==> src/rtl/alu_issue_unit.sv <==
// Command FIFO and result register in front of a combinational 32-bit ALU.
// Optional operand forwarding from the last issued result: ALU_ISSUE_FWD_EN.
module alu_issue_unit #(
  parameter int DEPTH = 4,
  parameter int CNT_W = 16
) (
  input  logic             clk,
  input  logic             reset,
  input  logic             cmd_valid,
  output logic             cmd_ready,
  input  logic [3:0]       cmd_f,
  input  logic [31:0]      cmd_a,
  input  logic [31:0]      cmd_b,
  input  logic             cmd_use_prev,
  output logic [3:0]       alu_f,
  output logic [31:0]      alu_a,
  output logic [31:0]      alu_b,
  input  logic [31:0]      alu_y,
  input  logic [3:0]       alu_zero,
  output logic             res_valid,
  input  logic             res_ready,
  output logic [31:0]      res_y,
  output logic [3:0]       res_zero,
  output logic             busy,
  output logic [CNT_W-1:0] op_count
);
  localparam int AW = $clog2(DEPTH);
  localparam logic [AW:0] FULL_CNT = (AW+1)'(DEPTH);

  typedef enum logic [1:0] {IDLE, RUN, STALL} state_t;

  logic [3:0]  f_mem [DEPTH];
  logic [31:0] a_mem [DEPTH];
  logic [31:0] b_mem [DEPTH];

  logic [AW-1:0]    wr_ptr_reg, rd_ptr_reg;
  logic [AW:0]      count_reg, count_next;
  logic             res_valid_reg, res_valid_next;
  logic [31:0]      res_y_reg;
  logic [3:0]       res_zero_reg;
  logic [CNT_W-1:0] op_count_reg;
  state_t           state_reg, state_next;
  logic             empty, push, pop, drain;

  assign empty     = (count_reg == '0);
  assign cmd_ready = (count_reg != FULL_CNT);
  assign push      = cmd_valid && cmd_ready;
  assign pop       = !empty && (!res_valid_reg || res_ready);
  assign drain     = res_valid_reg && res_ready;

  assign res_valid = res_valid_reg;
  assign res_y     = res_y_reg;
  assign res_zero  = res_zero_reg;
  assign op_count  = op_count_reg;
  assign busy      = (state_reg != IDLE);

  always_ff @(posedge clk) begin
    if (push) begin
      f_mem[wr_ptr_reg] <= cmd_f;
      a_mem[wr_ptr_reg] <= cmd_a;
      b_mem[wr_ptr_reg] <= cmd_b;
    end
  end

`ifdef ALU_ISSUE_FWD_EN
  logic        prev_mem [DEPTH];
  logic [31:0] fwd_y_reg;

  always_ff @(posedge clk) begin
    if (push) prev_mem[wr_ptr_reg] <= cmd_use_prev;
  end

  // Tracks every issue, whether or not the consumer has taken the result yet.
  always_ff @(posedge clk) begin
    if (reset)    fwd_y_reg <= '0;
    else if (pop) fwd_y_reg <= alu_y;
  end
`else
  logic unused_use_prev;
  assign unused_use_prev = cmd_use_prev;
`endif

  always_comb begin
    alu_f = '0;
    alu_a = '0;
    alu_b = '0;
    if (!empty) begin
      alu_f = f_mem[rd_ptr_reg];
      alu_b = b_mem[rd_ptr_reg];
`ifdef ALU_ISSUE_FWD_EN
      alu_a = prev_mem[rd_ptr_reg] ? fwd_y_reg : a_mem[rd_ptr_reg];
`else
      alu_a = a_mem[rd_ptr_reg];
`endif
    end
  end

  always_comb begin
    count_next = count_reg;
    case ({push, pop})
      2'b10:   count_next = count_reg + (AW+1)'(1);
      2'b01:   count_next = count_reg - (AW+1)'(1);
      default: count_next = count_reg;
    endcase
    res_valid_next = res_valid_reg;
    if (pop)        res_valid_next = 1'b1;
    else if (drain) res_valid_next = 1'b0;
  end

  // busy reflects the state register, so IDLE is entered exactly when both
  // the FIFO and the result stage will be empty after this edge.
  always_comb begin
    state_next = state_reg;
    case (state_reg)
      IDLE:  if (push) state_next = RUN;
      RUN: begin
        if (count_next == '0 && !res_valid_next)           state_next = IDLE;
        else if (res_valid_reg && !res_ready && !empty)    state_next = STALL;
      end
      STALL: begin
        if (count_next == '0 && !res_valid_next) state_next = IDLE;
        else if (res_ready)                      state_next = RUN;
      end
      default: state_next = IDLE;
    endcase
  end

  always_ff @(posedge clk) begin
    if (reset) begin
      wr_ptr_reg    <= '0;
      rd_ptr_reg    <= '0;
      count_reg     <= '0;
      res_valid_reg <= 1'b0;
      res_y_reg     <= '0;
      res_zero_reg  <= '0;
      op_count_reg  <= '0;
      state_reg     <= IDLE;
    end else begin
      count_reg     <= count_next;
      res_valid_reg <= res_valid_next;
      state_reg     <= state_next;
      if (push) wr_ptr_reg <= wr_ptr_reg + AW'(1);
      if (pop) begin
        rd_ptr_reg   <= rd_ptr_reg + AW'(1);
        res_y_reg    <= alu_y;
        res_zero_reg <= alu_zero;
      end
      if (drain) op_count_reg <= op_count_reg + CNT_W'(1);
    end
  end
endmodule

==> config.mk <==
export PLATFORM = sky130hd
export DESIGN_NAME = alu_issue_unit
export DESIGN_NICKNAME = d
export VERILOG_FILES = /design/src/rtl/alu_issue_unit.sv
export SDC_FILE = /design/constraint.sdc
export NUM_CORES = 1
export LEC_CHECK = 0
export ABC_AREA = 0
export CORE_ASPECT_RATIO = 1.2
export CORE_MARGIN = 1
export CORE_UTILIZATION = 50
export CTS_CLUSTER_DIAMETER = 200
export DETAILED_ROUTE_END_ITERATION = 6
export PLACE_DENSITY = 0.77
export SYNTH_ARGS = -nofsm -noshare
export SYNTH_HDL_FRONTEND = slang
export SYNTH_SLANG_ARGS = --single-unit
==> constraint.sdc <==
create_clock -name clk -period 5.3 [get_ports clk]
set_clock_uncertainty 0.05 [all_clocks]
set_input_delay 1.59 -clock clk [delete_from_list [all_inputs] [get_ports clk]]
set_output_delay 1.59 -clock clk [all_outputs]
set_load 0.01 [all_outputs]
After elaboration in Yosys (flattened, before gate mapping)
Memory sizes are Yosys's and may differ from the RTL's. A register that Yosys moved wholly into a read port is not among the register bits.
Cells that the tools add are included.
{"block": "totals", "in_bits": 109, "mem_bits_rw": 272, "reg_bits": 62, "n_memories": 3}
{"name": "a_mem", "depth": 4, "width": 32, "rd": 1, "rd_ports_with_merged_regs": 1, "write_ports": 1, "line": "33", "source": "logic [31:0] a_mem [DEPTH];"}
{"name": "b_mem", "depth": 4, "width": 32, "rd": 1, "rd_ports_with_merged_regs": 1, "write_ports": 1, "line": "34", "source": "logic [31:0] b_mem [DEPTH];"}
{"name": "f_mem", "depth": 4, "width": 4, "rd": 1, "rd_ports_with_merged_regs": 1, "write_ports": 1, "line": "32", "source": "logic [3:0] f_mem [DEPTH];"}
{"block": "classes", "n_eq_ne": 8, "n_reduce_logical": 16, "add_sub_neg": 5, "mux": 20}
{"cell": "two-way mux 32 bit", "count": 2}
{"cell": "two-way mux 2 bit", "count": 11}
{"cell": "adder 16 x 1 -> 16 bit, second input constant", "count": 1}
{"cell": "!= test 3 bit, second input constant", "count": 3}
{"cell": "logical AND 1 bit", "count": 6}
{"cell": "logical NOT 3 bit", "count": 2}
{"cell": "one-hot mux 2 bit (3 select lines)", "count": 1}
{"cell": "one-hot mux 3 bit (2 select lines)", "count": 1}
{"cell": "adder 2 x 1 -> 2 bit, second input constant", "count": 2}
{"cell": "equality test 2 x 1 -> 1 bit, second input constant", "count": 2}
{"cell": "equality test 2 bit, second input constant", "count": 2}
{"cell": "logical NOT 1 bit", "count": 4}
{"cell": "two-way mux 1 bit", "count": 4}
{"cell": "two-way mux 4 bit", "count": 1}
{"cell": "adder 3 x 1 -> 3 bit, second input constant", "count": 1}
{"cell": "AND reduction 3 bit", "count": 1}
{"cell": "subtractor 3 x 1 -> 3 bit, second input constant", "count": 1}
{"cell": "logical NOT 2 bit", "count": 1}
{"cell": "!= test 2 bit, second input constant", "count": 1}
{"cell": "nonzero test 2 bit", "count": 1}
{"cell": "logical OR 1 bit", "count": 1}

Logic depth before layout (Yosys ltp)
Gate-level depths: netlist (run 1).
{"block": "depth", "word_depth": 9, "depth_mapped": 11}

Worst setup path before layout (run 1)
No wires, ideal clock.
{"block": "synth_timing", "path_type": "input-to-reg", "from": "input cmd_valid", "to": "memory a_mem[0][0], enable pin", "stages": 1, "path_slack_ns": 1.592, "t_arrival_ns": 3.224, "path_cell_list": "and3_1"}
{"block": "synth_via", "elab_chain_len": 3}
{"item": "start: declaration", "line": "9", "source": "input logic cmd_valid,"}
{"item": "logical AND 1 bit", "line": "47", "source": "assign push = cmd_valid && cmd_ready;"}
{"item": "two-way mux 1 bit", "line": "58", "source": "if (push) begin"}
{"item": "two-way mux 1 bit (not written as such)", "line": "60", "source": "a_mem[wr_ptr_reg] <= cmd_a;"}
{"item": "end: declaration", "line": "33"}
Every way passes these cells.

Final worst setup path (run 1)
{"block": "layout_timing", "from": "register count_reg[1]", "to": "output alu_b[11]"}
{"block": "layout_via", "elab_chain_len": 2}
{"item": "start: declaration", "line": "37", "source": "logic [AW:0] count_reg, count_next;"}
{"item": "start signal: assignment", "line": "139", "source": "count_reg <= count_next;"}
{"item": "logical NOT 3 bit", "line": "45", "source": "assign empty = (count_reg == '0);"}
{"item": "two-way mux 32 bit", "line": "87", "source": "if (!empty) begin"}
{"item": "end: declaration", "line": "17", "source": "output logic [31:0] alu_b,"}
Every way passes these cells.

==> flow_summary.ini, run 1 <==
[synth]
synth_cells = 740
synth_top_area_share_pct = 63.7
synth-seq-cells = 336
synth_area_um2 = 12800
ys.flop_type = edfxtp_1
synthTopCellsByCount = 272 x edfxtp_1, 79 x nand2_1, 70 x and2_1, 68 x mux4_2, 64 x dfxtp_1
synthTopCellsByArea = edfxtp_1 64%, mux4_2 12%, dfxtp_1 10%
yosysMostFrequentCell = edfxtp_1
seq_area_frac_synth_pct = 73.7
synthArstFlopShare_pct = 0
synth-edff-count = 272
yosys.cell_types.count = 39
syn_nets = 856
synth_top_area_cell = edfxtp_1
avgSynthCellArea_um2 = 17.3
yosysWarnings = 0

[clock_network]
hold_buffers = 0
clk_path_buf_depth = 3
cts_buffers = 34
ctsResizeCount = 0
clk_latency_ns = 0.50
clock_sinks = 336
tritoncts = yes
clockRootBuffer = clkbuf_16
htree_num_levels = 2
clk_pin_slew_ns = 0.06
postCtsSetupRepairBufs = 0

[sta]
max_freq_ghz = 0.227
setup_viol = 0
rsz0062_at_grt = no
worst_slew_pin_slew_ns = 0.863
final.setup.tns_ns = 0
finalCritPeriodShare_pct = 83.0
relSlewSlack_pct = 42.5
maxSlewViolCount = 0
layout_min_cycle_time_ns = 4.40
hold_ws_ns = 0.401
final_hold_viol_count = 0

[worst_hold_path]
hold_class = register to register
hold_depth = 2

[outcome]
status = finished, final reports clean

[power]
total_leakage_power_uw = 0.00546
finalPower_uw = 8530
irDropWorstVdd_uv = 310
powerDensity_nw_per_um2 = 514

[final_layout]
synthToLayoutAreaGrowth_pct = 29.6
design_area_um2 = 16600
nets = 1095
drive_above_1_share_pct = 14.6
n_antenna_cell = 0
seqCellArea_um2 = 9460
n_fill_cell = 1748
multiInputGateArea_um2 = 3160

[floorplan]
core_area_um2 = 24900
fp.dieH_um = 177
die_w_um = 148
die_area_um2 = 26300
initial_utilization_pct = 51.5
std_cell_rows = 63
io_pins = 232

[global_route]
grt_pass1_wl_um = 39900
grtUsageMet1_pct = 23.9
use_met2_pct = 34.8
top_usage_layer = met2
grt_use_total_pct = 19.9
grt_start_max_net_pins = 69
met3_usage_pct = 4.83
first_global_vias = 7441
grt.overflow.total = 0
antenna_found_initial = 0

[critical_path]
critPathCaptureType = primary output
cp.depth = 4
worstPathRequired_ns = 3.66
path_delay_family = simple AND/OR/NAND/NOR gates
crit_chain = or3_2, buf_4, and2_1, clkdlybuf4s50_1
r2r_slack_ns = 2.63
critPathBufInv = 2
slowest_stage = or3_2
worstPathArrival_ns = 2.76
r2r_cells = 9
cp_max_fo = 45
cp-start-kind = register
slowest_delay_ns = 0.88
worst-setup-path-type = register to primary output

[placed_design]
io_buffers = 230
routabilityCongestion = 0.780
post_dp_cell_area_um2 = 15500
place_hpwl_um = 15200

[routing]
first_pass_iters = 4
num_vias = 7127
viasPerCell = 5.36
wire_per_inst_um = 19.3
drt_iter0_markers = 322
drc_errors = 0
final_antenna_net_count = 0
drt-total-wl_um = 25700

[run]
maxCapViolCount = 0
-- final timing paths --
kind / startpoint / endpoint
max: count_reg[1] / alu_b[11]
min reg2reg: res_y[1] / res_y[1]
min: res_y[1] / res_y[1]
max reg2reg: count_reg[0] / count_reg[2]
-- layout by cell type, fill, tap and decap left out, types with 6 or more instances in the layout --
cell type / n
a21oi_1: 47
and2_1: 70
buf_4: 10
clkbuf_1: 8
clkbuf_16: 37
clkdlybuf4s50_1: 229
clkinv_1: 6
dfxtp_1: 62
edfxtp_1: 272
ha_1: 6
inv_1: 8
mux4_2: 68
nand2_1: 79
nand3_1: 11
nor2_1: 17
xor2_1: 12
-- kinds of logic after synthesis --
family,synth area share (%)
XOR/XNOR,0.957
AND/OR/NAND/NOR,8.39
multiplexers,11.9
flip-flops,73.7
adder cells (fa/ha/maj),0.742
buffers and inverters,1.82
AO/OA/AOI/OAI,2.42
-- cell type report --
cell class | instances | share of cell area, %
multi-input combinational | 354 | 19.0
tap | 325 | 2.45
clock buffer | 46 | 5.84
inverter | 9 | 0.203
timing repair buffer | 244 | 14.8
sequential | 336 | 56.9
clock inverter | 16 | 0.799
-- metal layers --
layer,up-vias,share of wire [%]
li1,3294,-
met1,3584,40
met2,206,51
met3,43,6.0
met4,0,2.6
met5,-,0
-- power by group --
part	switching (uW)	total (uW)	leakage (uW)	internal, uW
Clock	940	2330	0.000539	1390
Sequential	190	3390	0.00302	3200
Combinational	1300	2810	0.00191	1510
Total	2430	8530	0.00546	6100
-- per-stage QoR --
step | setup slack (ns) | std cells | utilization [%]
after floorplan | 1.59 | 740 | -
final | 0.901 | 1330 | 66.7
after global placement | 1.26 | 1268 | 62.2
after CTS | 0.823 | 1330 | 66.7
after global routing | 0.742 | 1330 | 66.7
after detailed placement | 1.23 | 1268 | 62.2
-- worst min-delay path, stage by stage, from the launching register on --
cell and delay [ns]:
dfxtp_1 0.30, nand2_1 0.05, a21oi_1 0.05
(Power assumes the default switching activity.)
==> run 2, diff against run 1 <==
--- a/config.mk
+++ b/config.mk
@@ -8,10 +8,10 @@
 export ABC_AREA = 0
 export CORE_ASPECT_RATIO = 1.2
 export CORE_MARGIN = 1
-export CORE_UTILIZATION = 50
+export CORE_UTILIZATION = 47
 export CTS_CLUSTER_DIAMETER = 200
 export DETAILED_ROUTE_END_ITERATION = 6
-export PLACE_DENSITY = 0.77
+export PLACE_DENSITY = 0.76
 export SYNTH_ARGS = -nofsm -noshare
 export SYNTH_HDL_FRONTEND = slang
 export SYNTH_SLANG_ARGS = --single-unit
==> constraint.sdc (replaced) <==
create_clock -name clk -period 3.6 [get_ports clk]
set_clock_uncertainty 0.05 [all_clocks]
set_input_delay 1.08 -clock clk [delete_from_list [all_inputs] [get_ports clk]]
set_output_delay 1.08 -clock clk [all_outputs]
set_load 0.01 [all_outputs]
==> run 2 against run 1 <==
  * The run now ends with DRC left
  * Cell count up 1.7%
  * Global-route usage is 0.98 points lower
  * Utilization shrank 3.0 points
  * Critical path type unchanged
  * Critical endpoint is now alu_a[7]
  * Highest routed layer unchanged
==> flow_summary.ini, run 2 (synthesized netlist as in run 1, its figures left out) <==
[outcome]
status = finished with violations
failed_checks = DRC

[floorplan]
initial_utilization_pct = 48.3
die_w_um = 153
core_area_um2 = 26500
die_area_um2 = 27900
fp.dieH_um = 183
io_pins = 232
std_cell_rows = 65

[placed_design]
post_dp_cell_area_um2 = 15600
dpl.cell_count = 1287
place_hpwl_um = 15900
io_buffers = 230
pre_cts_ws_ns = 0.353
routabilityCongestion = 0.765

[critical_path]
path_delay_family = buffers and inverters
critPathCaptureType = primary output
cp-start-kind = register
r2r-end = count_reg[2]
worstPathArrival_ns = 2.36
r2r_slack_ns = 1.02
reg2reg_from = count_reg[2]
critPathBufInv = 3
slowest_stage = clkdlybuf4s50_1
slowest_delay_ns = 0.52
cp_max_fo = 15
crit_chain = buf_4, buf_12, mux4_2, and2_1, clkdlybuf4s50_1
r2r_cells = 9
worstPathRequired_ns = 2.47
worst-setup-path-type = register to primary output

[routing]
drc_errors = 22
first_pass_iters = 7
viasPerCell = 5.35
wire_per_inst_um = 19.4
final_antenna_net_count = 0
drt-total-wl_um = 26300
drt_iter0_markers = 377
num_vias = 7233

[power]
total_leakage_power_uw = 0.00559
irDropWorstVdd_uv = 510
powerDensity_nw_per_um2 = 762

[global_route]
antenna_found_initial = 0
grt_use_total_pct = 18.9
grt_start_max_net_pins = 69
grt_pass1_wl_um = 40500
first_global_vias = 7351
grt.overflow.total = 0

[clock_network]
clockRootBuffer = clkbuf_16
clock_sinks = 336
cts_buffers = 34
clk_path_buf_depth = 3
clk_pin_slew_ns = 0.06
clk_latency_ns = 0.50
hold_buffers = 0
tritoncts = yes
htree_num_levels = 2

[sta]
final_hold_viol_count = 0
fin_ws_ns = 0.108
setup_viol = 0
relSlewSlack_pct = 68.1
final.setup.tns_ns = 0
maxSlewViolCount = 0
finalCritPeriodShare_pct = 97.0
max_freq_ghz = 0.286
rsz0062_at_grt = no
layout_min_cycle_time_ns = 3.49
worst_slew_pin_slew_ns = 0.475

[final_layout]
nets = 1111
final_util_pct = 63.7
drive_above_1_share_pct = 15.7
most-common-layout-cells = 272 x edfxtp_1, 229 x clkdlybuf4s50_1, 79 x nand2_1, 70 x and2_1, 68 x mux4_2
n_fill_cell = 1869
layout_commonest_cell = edfxtp_1
synthToLayoutAreaGrowth_pct = 31.7
stdcell_count = 1353
n_antenna_cell = 0
design_area_um2 = 16900

[worst_hold_path]
min_from = res_y[30]
hold_depth = 2
hold_class = register to register
min_to = res_y[30]

[run]
maxCapViolCount = 0
[run 2: cell types whose count changed in the layout (fill, tap and decap cells not counted), sizes merged]
cell and delta:
clkbuf +3, bufinv +1, inv -1, clkinvlp -1
clkinv -4, buf +15
[run 2: worst max path at each step]
stage	end	slack (ns)	cells past startpoint
2_1_floorplan	a_mem[0][0]	0.40	1
3_3_place_gp	alu_b[9]	0.35	4
3_5_place_dp	count_reg[2]	0.35	9
4_1_cts	alu_a[7]	0.006	4
5_1_grt	alu_a[1]	0.03	5
6_report	alu_a[7]	0.11	5
[run 2: power breakdown]
group	leakage [uW]	internal [uW]	total [uW]	switching, uW
clock network	0.000540	2110	3460	1350
logic	0.00203	2420	4500	2070
registers	0.00302	4710	4900	190
[run 2: routing by layer]
| layer | GRT usage (%) | part of all wire (%) |
|---|---|---|
| met5 | 0 | 0 |
| met4 | 6.14 | 2.2 |
| met3 | 4.68 | 6.9 |
| met2 | 32.6 | 52 |
| met1 | 23.6 | 39 |
[run 2: cell type report]
cell class	instances	area, um^2	area share, %
timing repair buffer	260	2710	16.0
inverter	9	33.8	0.200
multi-input combinational	354	3160	18.7
sequential	336	9460	56.0
clock buffer	48	981	5.81
tap	335	419	2.48
clock inverter	11	124	0.734
[run 2: metrics by stage]
step                hold WS, ns  power [uW]
floorplan                 0.419        7340
global placement          0.391        9340
detailed placement        0.396        9400
CTS                       0.404       12900
global route              0.428       13500
finish                    0.399       12900
[run 2: what timing repair did]
item,CTS,global route
gates resized for setup,2,1
gates cloned,0,1
buffers inserted,2,4
setup endpoints to repair,58,34
[run 2: worst register-to-register path: stages (launching register included)]
cell,delay (ns)
dfxtp_1,0.38
or3b_1,0.47
and2_1,0.26
inv_1,0.09
ha_1,0.20
inv_1,0.06
fa_1,0.37
xor2_1,0.16
or3_1,0.32
a21oi_1,0.14
==> run 3, diff against run 2 <==
--- a/config.mk
+++ b/config.mk
@@ -7,11 +7,12 @@
 export LEC_CHECK = 0
 export ABC_AREA = 0
 export CORE_ASPECT_RATIO = 1.2
-export CORE_MARGIN = 1
+export CORE_MARGIN = 2
 export CORE_UTILIZATION = 47
 export CTS_CLUSTER_DIAMETER = 200
 export DETAILED_ROUTE_END_ITERATION = 6
 export PLACE_DENSITY = 0.76
+export SLEW_MARGIN = 20
 export SYNTH_ARGS = -nofsm -noshare
 export SYNTH_HDL_FRONTEND = slang
 export SYNTH_SLANG_ARGS = --single-unit
==> run 3 against run 2 <==
  * The flow now finishes without violations
  * Count of clock-buffer cells in the layout decreased by 1
  * Critical path depth decreased by 1
  * Fmax increased by 0.24%
  * Wire length increased by 0.64%
  * Utilization decreased by 1.4 points
  * Design area decreased by 0.42%
  * Sequential share of layout area increased by 0.24 points
  * Critical endpoint is now alu_b[6]
  * Highest routed layer is now met5
==> flow_summary.ini, run 3 (synthesized netlist as in run 1, its figures left out) <==
[global_route]
grt_start_max_net_pins = 69
grt_pass1_wl_um = 41300
grt_use_total_pct = 18.7
grt.overflow.total = 0
antenna_found_initial = 2
first_global_vias = 7555

[floorplan]
core_area_um2 = 27000
die_area_um2 = 28600
io_pins = 232
std_cell_rows = 66
die_w_um = 155
initial_utilization_pct = 47.5
fp.dieH_um = 185

[power]
powerDensity_nw_per_um2 = 757
total_leakage_power_uw = 0.00560
irDropWorstVdd_uv = 653

[critical_path]
worstPathArrival_ns = 2.35
r2r_cells = 9
worstPathRequired_ns = 2.47
cp_max_fo = 26
worst-setup-path-type = register to primary output
critPathCaptureType = primary output
r2r-end = count_reg[2]
cp-endpoint = alu_b[6]
r2r_slack_ns = 1.04
reg2reg_from = count_reg[2]
cp-start-kind = register

[clock_network]
clk_path_buf_depth = 3
clockRootBuffer = clkbuf_16
hold_buffers = 0
cts_buffers = 35
clk_latency_ns = 0.49
clk_pin_slew_ns = 0.06
tritoncts = yes
clock_sinks = 336
htree_num_levels = 2

[placed_design]
pre_cts_ws_ns = 0.375
io_buffers = 230
routabilityCongestion = 0.748
place_hpwl_um = 16400

[sta]
relSlewSlack_pct = 51.0
rsz0062_at_grt = no
setup_viol = 0
layout_min_cycle_time_ns = 3.48
fin_ws_ns = 0.116
worst_slew_pin_slew_ns = 0.735
max_freq_ghz = 0.287
hold_ws_ns = 0.403
final.setup.tns_ns = 0
final_hold_viol_count = 0
maxSlewViolCount = 0
finalCritPeriodShare_pct = 96.8

[routing]
drt_iter0_markers = 411
num_vias = 7170
first_pass_iters = 5
final_antenna_net_count = 0
viasPerCell = 5.31
drt-total-wl_um = 26400
drc_errors = 0
wire_per_inst_um = 19.6

[final_layout]
layout_commonest_cell = edfxtp_1
nets = 1104
drive_above_1_share_pct = 15.2
final_util_pct = 62.2
most-common-layout-cells = 272 x edfxtp_1, 224 x clkdlybuf4s50_1, 79 x nand2_1, 70 x and2_1, 68 x mux4_2
synthToLayoutAreaGrowth_pct = 31.1

[run]
maxCapViolCount = 0

[worst_hold_path]
hold_class = register to register

[outcome]
status = finished, final reports clean
[run 3: cell count changes in the layout (fill, tap and decap cells not counted), sizes merged]
cell	before	now
clkdlybuf4s50	229	224
clkbuf	49	47
diode	0	1
clkinvlp	0	2
dlymetal6s2s	0	5
bufinv	3	1
buf	30	23
[run 3: worst min path at each step]
stage                        from             to  slack, ns  cells past startpoint
finish                  res_y[24]      res_y[24]       0.40                      2
global route            res_y[19]      res_y[19]       0.42                      2
CTS                     res_y[22]      res_y[22]       0.41                      2
detailed placement      res_y[22]      res_y[22]       0.40                      2
global placement         res_y[8]       res_y[8]       0.39                      2
floorplan           wr_ptr_reg[1]  wr_ptr_reg[1]       0.42                      2
[run 3: layout make-up]
class,instances,area [um^2]
diodes,1,2.50
inverters,9,33.8
clock inverters,11,83.8
well taps,340,425
flip-flops and latches,336,9460
fillers,1974,10200
multi-input cells,354,3160
repair buffers,252,2640
clock buffers,47,1010
[run 3: critical path, stage by stage (launching register included)]
cell             delay (ns)
dfxtp_4                0.42
buf_16                 0.24
mux4_2                 0.52
and2_1                 0.17
clkdlybuf4s50_1        0.51
[run 3: timing repair]
| item | in CTS | in global routing |
|---|---|---|
| gates cloned | 0 | 0 |
| pin swaps | 0 | 0 |
| gates resized for setup | 1 | 8 |
| setup endpoints to repair | 4 | 18 |
| buffers inserted | 0 | 0 |
[run 3: where the power goes]
group          internal [uW]  total [uW]  switching (uW)
Combinational           2370        4410            2040
Sequential              4710        4910             201
Clock                   2030        3410            1390
Total                   9100       12700            3630
[run 3: routing by layer]
layer  global-route usage, %  vias up  share of wire (%)
met5                       0        -              0.042
met4                    5.67        2                2.1
met3                    4.68       44                6.4
met2                    32.8      229                 52
met1                    23.0     3589                 39
li1                        -     3306                  -
[run 3: stage by stage]
stage | area, um^2 | cells | total power (uW)
after global placement | 15700 | 1291 | 9400
final | 16800 | 1350 | 12700
after CTS | 16800 | 1349 | 12900
after detailed placement | 15700 | 1291 | 9460
after floorplan | 12800 | 740 | 7340
after global routing | 16800 | 1349 | 13400
